==> src/rtl/skid_pkg.sv <==
// Shared types and constants for the skid register.
package skid_pkg;

  // Occupancy of the two-entry skid register.
  typedef enum logic [1:0] {
    EMPTY = 2'd0,
    BUSY  = 2'd1,
    FULL  = 2'd2
  } skid_state_t;

  localparam int unsigned SKID_CNT_W = 32;

endpackage

==> src/rtl/skid_reg_sat_counter.sv <==
// Saturating up-counter: counts cycles with en_i high, sticks at all-ones.
module sat_counter #(
  parameter int unsigned W = 32
) (
  input  logic         clk,
  input  logic         rst_n,
  input  logic         en_i,
  output logic [W-1:0] cnt_o
);

  logic [W-1:0] cnt_q, cnt_d;

  // Increment only while enabled and not already saturated.
  always_comb begin
    cnt_d = cnt_q;
    if (en_i && (cnt_q != {W{1'b1}})) cnt_d = cnt_q + 1'b1;
  end

  // Counter register, cleared by reset only.
  always_ff @(posedge clk or negedge rst_n) begin
    if (!rst_n) cnt_q <= '0;
    else        cnt_q <= cnt_d;
  end

  assign cnt_o = cnt_q;

endmodule

==> src/rtl/skid_reg.sv <==
// Two-entry skid register: breaks the ready path between upstream and
// downstream while sustaining one item per cycle.
// Optional: define SKID_REG_STALL_CNT_EN to add the 32-bit stall_cnt output
// counting cycles where upstream is held off (in_valid=1, in_ready=0).
module skid_reg
  import skid_pkg::*;
#(
  parameter int unsigned SIZE = 32
) (
  input  logic            clk,
  input  logic            rst_n,
  input  logic            in_valid,
  output logic            in_ready,
  input  logic [SIZE-1:0] in_data,
  output logic            out_valid,
  input  logic            out_ready,
  output logic [SIZE-1:0] out_data,
  input  logic            flush
`ifdef SKID_REG_STALL_CNT_EN
  ,
  output logic [SKID_CNT_W-1:0] stall_cnt
`endif
);

  skid_state_t     state_q;
  logic [SIZE-1:0] main_q, skid_q;
  logic            in_rdy_q, out_vld_q;
  logic            in_fire, out_fire;

  assign in_fire  = in_valid  & in_rdy_q;
  assign out_fire = out_vld_q & out_ready;

  // Occupancy FSM; handshake outputs are registered alongside the state so
  // in_ready/out_valid come straight from flops. Flush only moves the state,
  // leaving payload registers untouched.
  always_ff @(posedge clk or negedge rst_n) begin
    if (!rst_n) begin
      state_q   <= EMPTY;
      main_q    <= '0;
      skid_q    <= '0;
      in_rdy_q  <= 1'b1;
      out_vld_q <= 1'b0;
    end else if (flush) begin
      state_q   <= EMPTY;
      in_rdy_q  <= 1'b1;
      out_vld_q <= 1'b0;
    end else begin
      unique case (state_q)
        EMPTY: begin
          if (in_fire) begin
            state_q   <= BUSY;
            main_q    <= in_data;
            out_vld_q <= 1'b1;
          end
        end
        BUSY: begin
          if (in_fire && out_fire) begin
            main_q <= in_data;
          end else if (in_fire) begin
            state_q  <= FULL;
            skid_q   <= in_data;
            in_rdy_q <= 1'b0;
          end else if (out_fire) begin
            state_q   <= EMPTY;
            out_vld_q <= 1'b0;
          end
        end
        FULL: begin
          if (out_fire) begin
            state_q  <= BUSY;
            main_q   <= skid_q;
            in_rdy_q <= 1'b1;
          end
        end
        default: begin
          state_q   <= EMPTY;
          in_rdy_q  <= 1'b1;
          out_vld_q <= 1'b0;
        end
      endcase
    end
  end

  assign in_ready  = in_rdy_q;
  assign out_valid = out_vld_q;
  assign out_data  = main_q;

`ifdef SKID_REG_STALL_CNT_EN
  sat_counter #(
    .W (SKID_CNT_W)
  ) u_stall_cnt (
    .clk   (clk),
    .rst_n (rst_n),
    .en_i  (in_valid & ~in_rdy_q),
    .cnt_o (stall_cnt)
  );
`else
  // No stall counter in this build.
`endif

endmodule

==> config.mk <==
export PLATFORM = sky130hd
export DESIGN_NAME = skid_reg
export DESIGN_NICKNAME = d
export VERILOG_FILES = /design/src/rtl/skid_pkg.sv /design/src/rtl/skid_reg_sat_counter.sv /design/src/rtl/skid_reg.sv
export SDC_FILE = /design/constraint.sdc
export NUM_CORES = 1
export LEC_CHECK = 0
export BUFFER_PORTS_ARGS = -buffer_cell sky130_fd_sc_hd__buf_4
export CAP_MARGIN = 20
export CORE_MARGIN = 4
export CORE_UTILIZATION = 49
export DETAILED_ROUTE_END_ITERATION = 8
export PLACE_DENSITY = 0.75
export SLEW_MARGIN = 15
export SYNTH_ARGS = -nofsm -noshare
export SYNTH_HDL_FRONTEND = slang
export SYNTH_SLANG_ARGS = --single-unit
export TNS_END_PERCENT = 5
==> constraint.sdc <==
create_clock -name clk -period 1.6 [get_ports clk]
set_clock_uncertainty 0.2 [all_clocks]
set_input_delay 0.16 -clock clk [delete_from_list [all_inputs] [get_ports clk]]
set_output_delay 0.16 -clock clk [all_outputs]
set_load 0.03 [all_outputs]
---- After elaboration in Yosys (flattened, before gate mapping) ----
Cells that the tools add are included.
storage, ports and cells
  flip-flop bits (word level) ............. 68
  bits of input ports ..................... 37
  output and inout bits ................... 34
  word-level logic and storage cells ...... 53
cells by class
  equal/unequal tests ..................... 14
  mux-type cells .......................... 22
  bitwise operators ....................... 4
  reductions and logical operators ........ 8
operators by type and width
  kind                count
  $mux 32             3
  $pmux 32 s3         1
  $ne 3x3->1 const B  6
  $mux 2              6
  $reduce_and 4->1    3
  $ne 2x2->1 const B  5
  $reduce_and 5->1    2
  $mux 1              9
  $pmux 1 s3          2
  $pmux 2 s3          1
  $ne 4x4->1 const B  1
  $reduce_bool 3->1   1
  $and 1x1->1         2
  $eq 2x1->1 const B  1
  $eq 2x2->1 const B  1
  $logic_not 2->1     1
  $not 1->1           2
  $logic_and 1x1->1   1

---- Depth between registers and ports, before layout ----
  depth in word-level cells ............... 6
  mapped depth ............................ 5
  gate-level depth less buffers ........... 3

---- Least setup slack after synthesis ----
Ideal clock, no wire load.
  path kind ............................... reg-to-reg
  from .................................... register in_rdy_q, in the netlist in_ready
  to ...................................... register skid_q[10]
  library setup time ...................... 0.125 ns
  data arrival time ....................... 1.507 ns
  required time ........................... 1.275 ns
  path slack .............................. -0.232 ns
  stages on the path, launching flop included .. 6
  path buffers ............................ 2
  clock period less this slack ............ 1.832 ns
  cells stage by stage .................... dfstp_2 > and3b_1 > buf_4 > nand3_4 > buf_6 > mux2_4
between the ends
  word-level cells in the longest chain between the ends .. 4
ends and longest elaborated chain
  item                                 line            RTL
  start: declaration                   skid_reg.sv:27  logic in_rdy_q, out_vld_q;
  start signal: assignment             skid_reg.sv:41  in_rdy_q <= 1'b1;
  start signal: assignment             skid_reg.sv:45  in_rdy_q <= 1'b1;
  start signal: assignment             skid_reg.sv:62  in_rdy_q <= 1'b0;
  $and 1x1->1 *                        skid_reg.sv:30  assign in_fire = in_valid & in_rdy_q;
  $logic_and 1x1->1                    skid_reg.sv:57  if (in_fire && out_fire) begin
  $not 1->1 (no source line)           -
  $reduce_and 4->1 (no source line) *  -
  end signal: assignment               skid_reg.sv:61  skid_q <= in_data;
  end: declaration                     skid_reg.sv:26  logic [SIZE-1:0] main_q, skid_q;
Mark *: on every way between the ends. The rest lies on a longest branch, timed or not.
A chain may end at the register's enable or synchronous reset.

---- Worst setup path in the final report ----
  from .................................... register state_q[1]
  to ...................................... register main_q[15], in the netlist out_data[15]
between the ends
  word-level cells in the longest chain between the ends .. 3
  elaborated cells on any way between the ends .. 9
  classes of those cells .................. eq/ne (5); mux (1); reduce/logical (3)
ends and longest elaborated chain
  item                                                                     line            RTL
  start: declaration                                                       skid_reg.sv:25  skid_state_t state_q;
  start signal: assignment                                                 skid_reg.sv:38  state_q <= EMPTY;
  start signal: assignment                                                 skid_reg.sv:44  state_q <= EMPTY;
  start signal: assignment                                                 skid_reg.sv:51  state_q <= BUSY;
  $eq 2x1->1, or another cell as far along                                 skid_reg.sv:48  unique case (state_q)
  $ne 2x2->1 (no source line) / $reduce_bool 3->1 (equally long branches)  -
  $reduce_and 5->1 (no source line)                                        -
  end signal: assignment                                                   skid_reg.sv:52  main_q <= in_data;
  end signal: assignment                                                   skid_reg.sv:58  main_q <= in_data;
  end signal: assignment                                                   skid_reg.sv:71  main_q <= skid_q;
  end: declaration                                                         skid_reg.sv:26
Several ways; a longest one is shown, not always the timed one.

==> Flow_metrics.wiki <==
{| class="wikitable"
! Metric !! Value
|-
| Tot Pwr || between 8 and 9 mW
|-
| Highest clock rate || roughly 580 MHz
|-
| PwrDens || 1699 nW/um^2
|-
| Post-DR vias/cell || ~5.7
|-
| Via count of the first global-routing pass || approximately 3000
|-
| Core box area || a little under 7000 um^2
|-
| Cell type with the highest occurrence count on the critical path || buf_6
|-
| Met1 track demand over resource || 27.89%
|-
| # DRC || 0
|-
| Cell chosen for the clock root || clkbuf_8
|-
| Post-CTS clock slew at the launch and capture registers of the worst setup and hold paths || roughly 0.08 ns
|-
| Slew headroom || between 60% and 70%
|-
| Net count of the mapped netlist || about 320
|-
| Ordered cell list for the critical path || buf_6 > buf_6 > nand4b_1 > a21o_4 > buf_12 > a22oi_2
|-
| Final hold viol count || 2
|-
| Die Footprint || 8469 um^2
|-
| Int Pwr || about 5.5 mW
|-
| Gate count after technology mapping || 287
|-
| Average cell area after synthesis || ~12 um^2
|-
| Internal reg-to-reg setup slack || -0.12 ns
|-
| Std-Cell Rows || 30
|-
| Net switching fraction of the power || ~37%
|-
| Synth area leaders || dfrtp_1, mux2_4, and3b_1, a211oi_1, a22oi_1
|-
| N_diodes || 0
|-
| Number of pins with negative max-slew slack in the final report || 0
|-
| CTS Sinks || between 60 and 70
|-
| Signed area change from the synthesized netlist to the final layout || 47.31%
|-
| Share of the synthesized area in the top cell type || roughly half
|-
| Critical path arrival || 1.78 ns
|-
| Min Clock Period, post-route || between 1.5 and 2 ns
|-
| Synth Register Bits || 68
|-
| Die X-Extent || between 90 and 100 um
|-
| CTS tree || done
|-
| Wire length of the first global-routing pass || 15.16 mm
|-
| Critical path's largest stage delay || a little over 0.4 ns
|-
| Later-pin clock latency in the skew report || 0.34 ns
|-
| Power share of the combinational group || between 40% and 50%
|-
| Number of buffers and inverters on the critical path || 3
|-
| Initial core utilization || about half
|-
| Initial detailed-routing violation count || between 100 and 150
|-
| Maximum level of the CTS H-tree || 3
|-
| Final Net Count || 440
|-
| Pleak || about 2.4 nW
|-
| Startpoint Class || flop
|-
| Commonest cells after routing, fill and taps aside || buf_4, dfrtp_1, dlygate4sd3_1
|-
| Library cell occupying the most area in the post-synthesis netlist || dfrtp_1
|-
| Peak-usage layer in the global routing report || met2
|-
| Worst-case hold slack || -0.005000 ns
|-
| Worst Path Max Fanout || 9
|-
| Cell type of the slowest stage on the worst timing path || dfrtp_1
|-
| Total global routing overflow || 0
|-
| Number of antenna violations at the first check in global routing || 0
|-
| Fraction of met2 tracks used by global routing || approximately 40%
|-
| Clock power frac || between 10% and 20%
|-
| Routed wirelength normalized by instance count || 19.19 um
|-
| Final WL || 9.673 mm
|-
| Input/output buffers || 70
|-
| TritonCTS Buffers || 9
|-
| Via count || approximately 2900
|-
| Commonest non-fill, non-tap cell in the layout || buf_4
|-
| Count of cell types in the netlist || 30
|-
| Die H || about 92 um
|-
| Violations in the final reports || negative hold slack, negative setup slack
|-
| GR met3 Demand/Resource || between 4 and 5%
|-
| Share of the clock period used by the worst path after layout || 107.6%
|-
| Top delay family on crit path || compound AO/OA/AOI/OAI gates
|-
| Number of detailed-routing iterations run before antenna repair || 4
|-
| Antenna-violating nets left || 0
|-
| Status || finished, violations left
|-
| Maximum buffer depth of the clock tree || 2
|-
| Synth Warn # || 0
|-
| Worst min-delay path class || primary input to flop
|-
| Fraction of the yosys area taken by sequential cells || around half
|-
| Type of the setup path with the least slack || flop to flop
|-
| Fraction of power consumed by sequential logic || a little over a third
|-
| Sum of net half-perimeters after detailed placement || roughly 6 mm
|-
| Post-route setup slack || -0.1211 ns
|-
| Net Switching || roughly 3.2 mW
|-
| Crit path capture type || flop
|-
| Max-Cap Viols || 0
|-
| Setup violations, final || 65
|-
| Pin count of the biggest net entering global routing || 32
|-
| Worst VDD drop || 1.072 mV
|-
| Summed instance area of the synthesized netlist || 3460 um^2
|-
| Worst slack, placed || -0.1574 ns
|-
| Global placer's final weighted congestion || 0.7838
|-
| Count of boundary I/O pins || ~70
|-
| Setup repair after global routing missed its margin || yes
|-
| Proportion of layout cells with a drive suffix above 1 || between 40% and 50%
|-
| Slew at the pin with the worst max-slew slack || roughly 0.45 ns
|-
| Data required time of the worst path || about 1.7 ns
|-
| Total GRT Usage || between 20% and 30%
|}
[synthesized netlist by cell type]
cell       count
nand3_4        1
o211ai_1       1
buf_6          3
nand3b_1       1
a21boi_0       1
nand4bb_1      1
a21bo_2        1
nand2_1        3
clkbuf_2       1
o21ai_0        1
a22oi_1       32
mux2_2         3
a21o_1         3
buf_2         12
inv_1          1
or2_2          1
dfrtp_1       67
a211o_1        1
nor2_1         1
a211oi_1      32
and3b_1       35
a21oi_1       33
o31ai_1        1
a21oi_2        1
buf_4          1
dfstp_2        1
clkbuf_1      16
nand2b_1       1
nand4b_1       1
mux2_4        30
[worst min-delay path: cells and delay by family]
family,cells,cell delay [ns]
AO/OA/AOI/OAI,2,0.17
buffers and inverters,1,0.16
[worst paths after layout]
path | start | to | depth (start not counted)
worst max-delay path | state_q[1]$_DFFE_PN0P_ | out_data[15]$_DFFE_PN0P_ | 6
worst min-delay path | flush | out_data[9]$_DFFE_PN0P_ | 3
worst max register to register | state_q[1]$_DFFE_PN0P_ | out_data[15]$_DFFE_PN0P_ | 6
worst min register to register | skid_q[0]$_DFFE_PN0P_ | skid_q[0]$_DFFE_PN0P_ | 1
max in group asynchronous | rst_n | state_q[0]$_DFFE_PN0P_ | 3
min in group asynchronous | rst_n | skid_q[18]$_DFFE_PN0P_ | 2
[metal layers]
layer / share of wire [%] / vias up / wire length, um
met5: 0 / - / 0
met4: 1.5 / 0 / 145
met3: 3.9 / 18 / 381
met2: 51 / 85 / 4956
met1: 43 / 1460 / 4190
li1: - / 1323 / -
[kinds of logic (layout without fill, tap and decap cells)]
kind of cell | count (synthesis) | count (layout) | share of synthesized area, %
buf+inv | 34 | 155 | 4.919
simple gates | 45 | 45 | 10.96
flops | 68 | 68 | 49.22
mux | 33 | 33 | 14.00
compound gates | 107 | 107 | 20.90
[registers in the layout, indices dropped and copies added, names as in the netlist]
register	count
in_ready	1
skid_q	32
out_data	32
state_q	2
out_valid	1
[power by group through the flow]
stage               Combinational, mW  Clock (mW)  Sequential [mW]
floorplan                        1.55           0             3.69
global placement                 3.49           0             2.96
detailed placement               3.58           0             3.00
CTS                              3.79        1.62             3.00
global route                     4.27        1.70             3.11
finish                           4.04        1.60             3.03
[metrics by stage]
stage               setup TNS, ns  util [%]  hold WS (ns)  instance area (um^2)  std cells
floorplan                  -10.35         -       -0.3356                  3460        287
global placement           -3.868     62.16      -0.06225                  4247        451
detailed placement         -5.983     62.16      -0.06161                  4247        451
CTS                        -4.225     72.00      0.002459                  4918        503
global route               -9.360     74.60       0.01820                  5096        504
finish                     -6.032     74.60     -0.005000                  5096        504
[area by class of cell]
cell class / count / area [um^2]
Clock inverter: 6 / 86.33
Timing Repair Buffer: 138 / 1284
Tap cell: 96 / 120.1
Fill cell: 457 / 1735
Clock buffer: 10 / 137.6
Inverter: 1 / 3.754
Sequential cell: 68 / 1704
Multi-Input combinational cell: 185 / 1760
[what timing repair did]
action / CTS / global route
setup endpoints to repair: 66 / 67
hold endpoints to repair: 134 / 0
gates resized for setup: 22 / 30
setup buffers: 1 / 0
pin swaps: 3 / 5
hold buffers: 35 / 0
gates cloned: 0 / 1
Power figures use the tool's default switching activity.
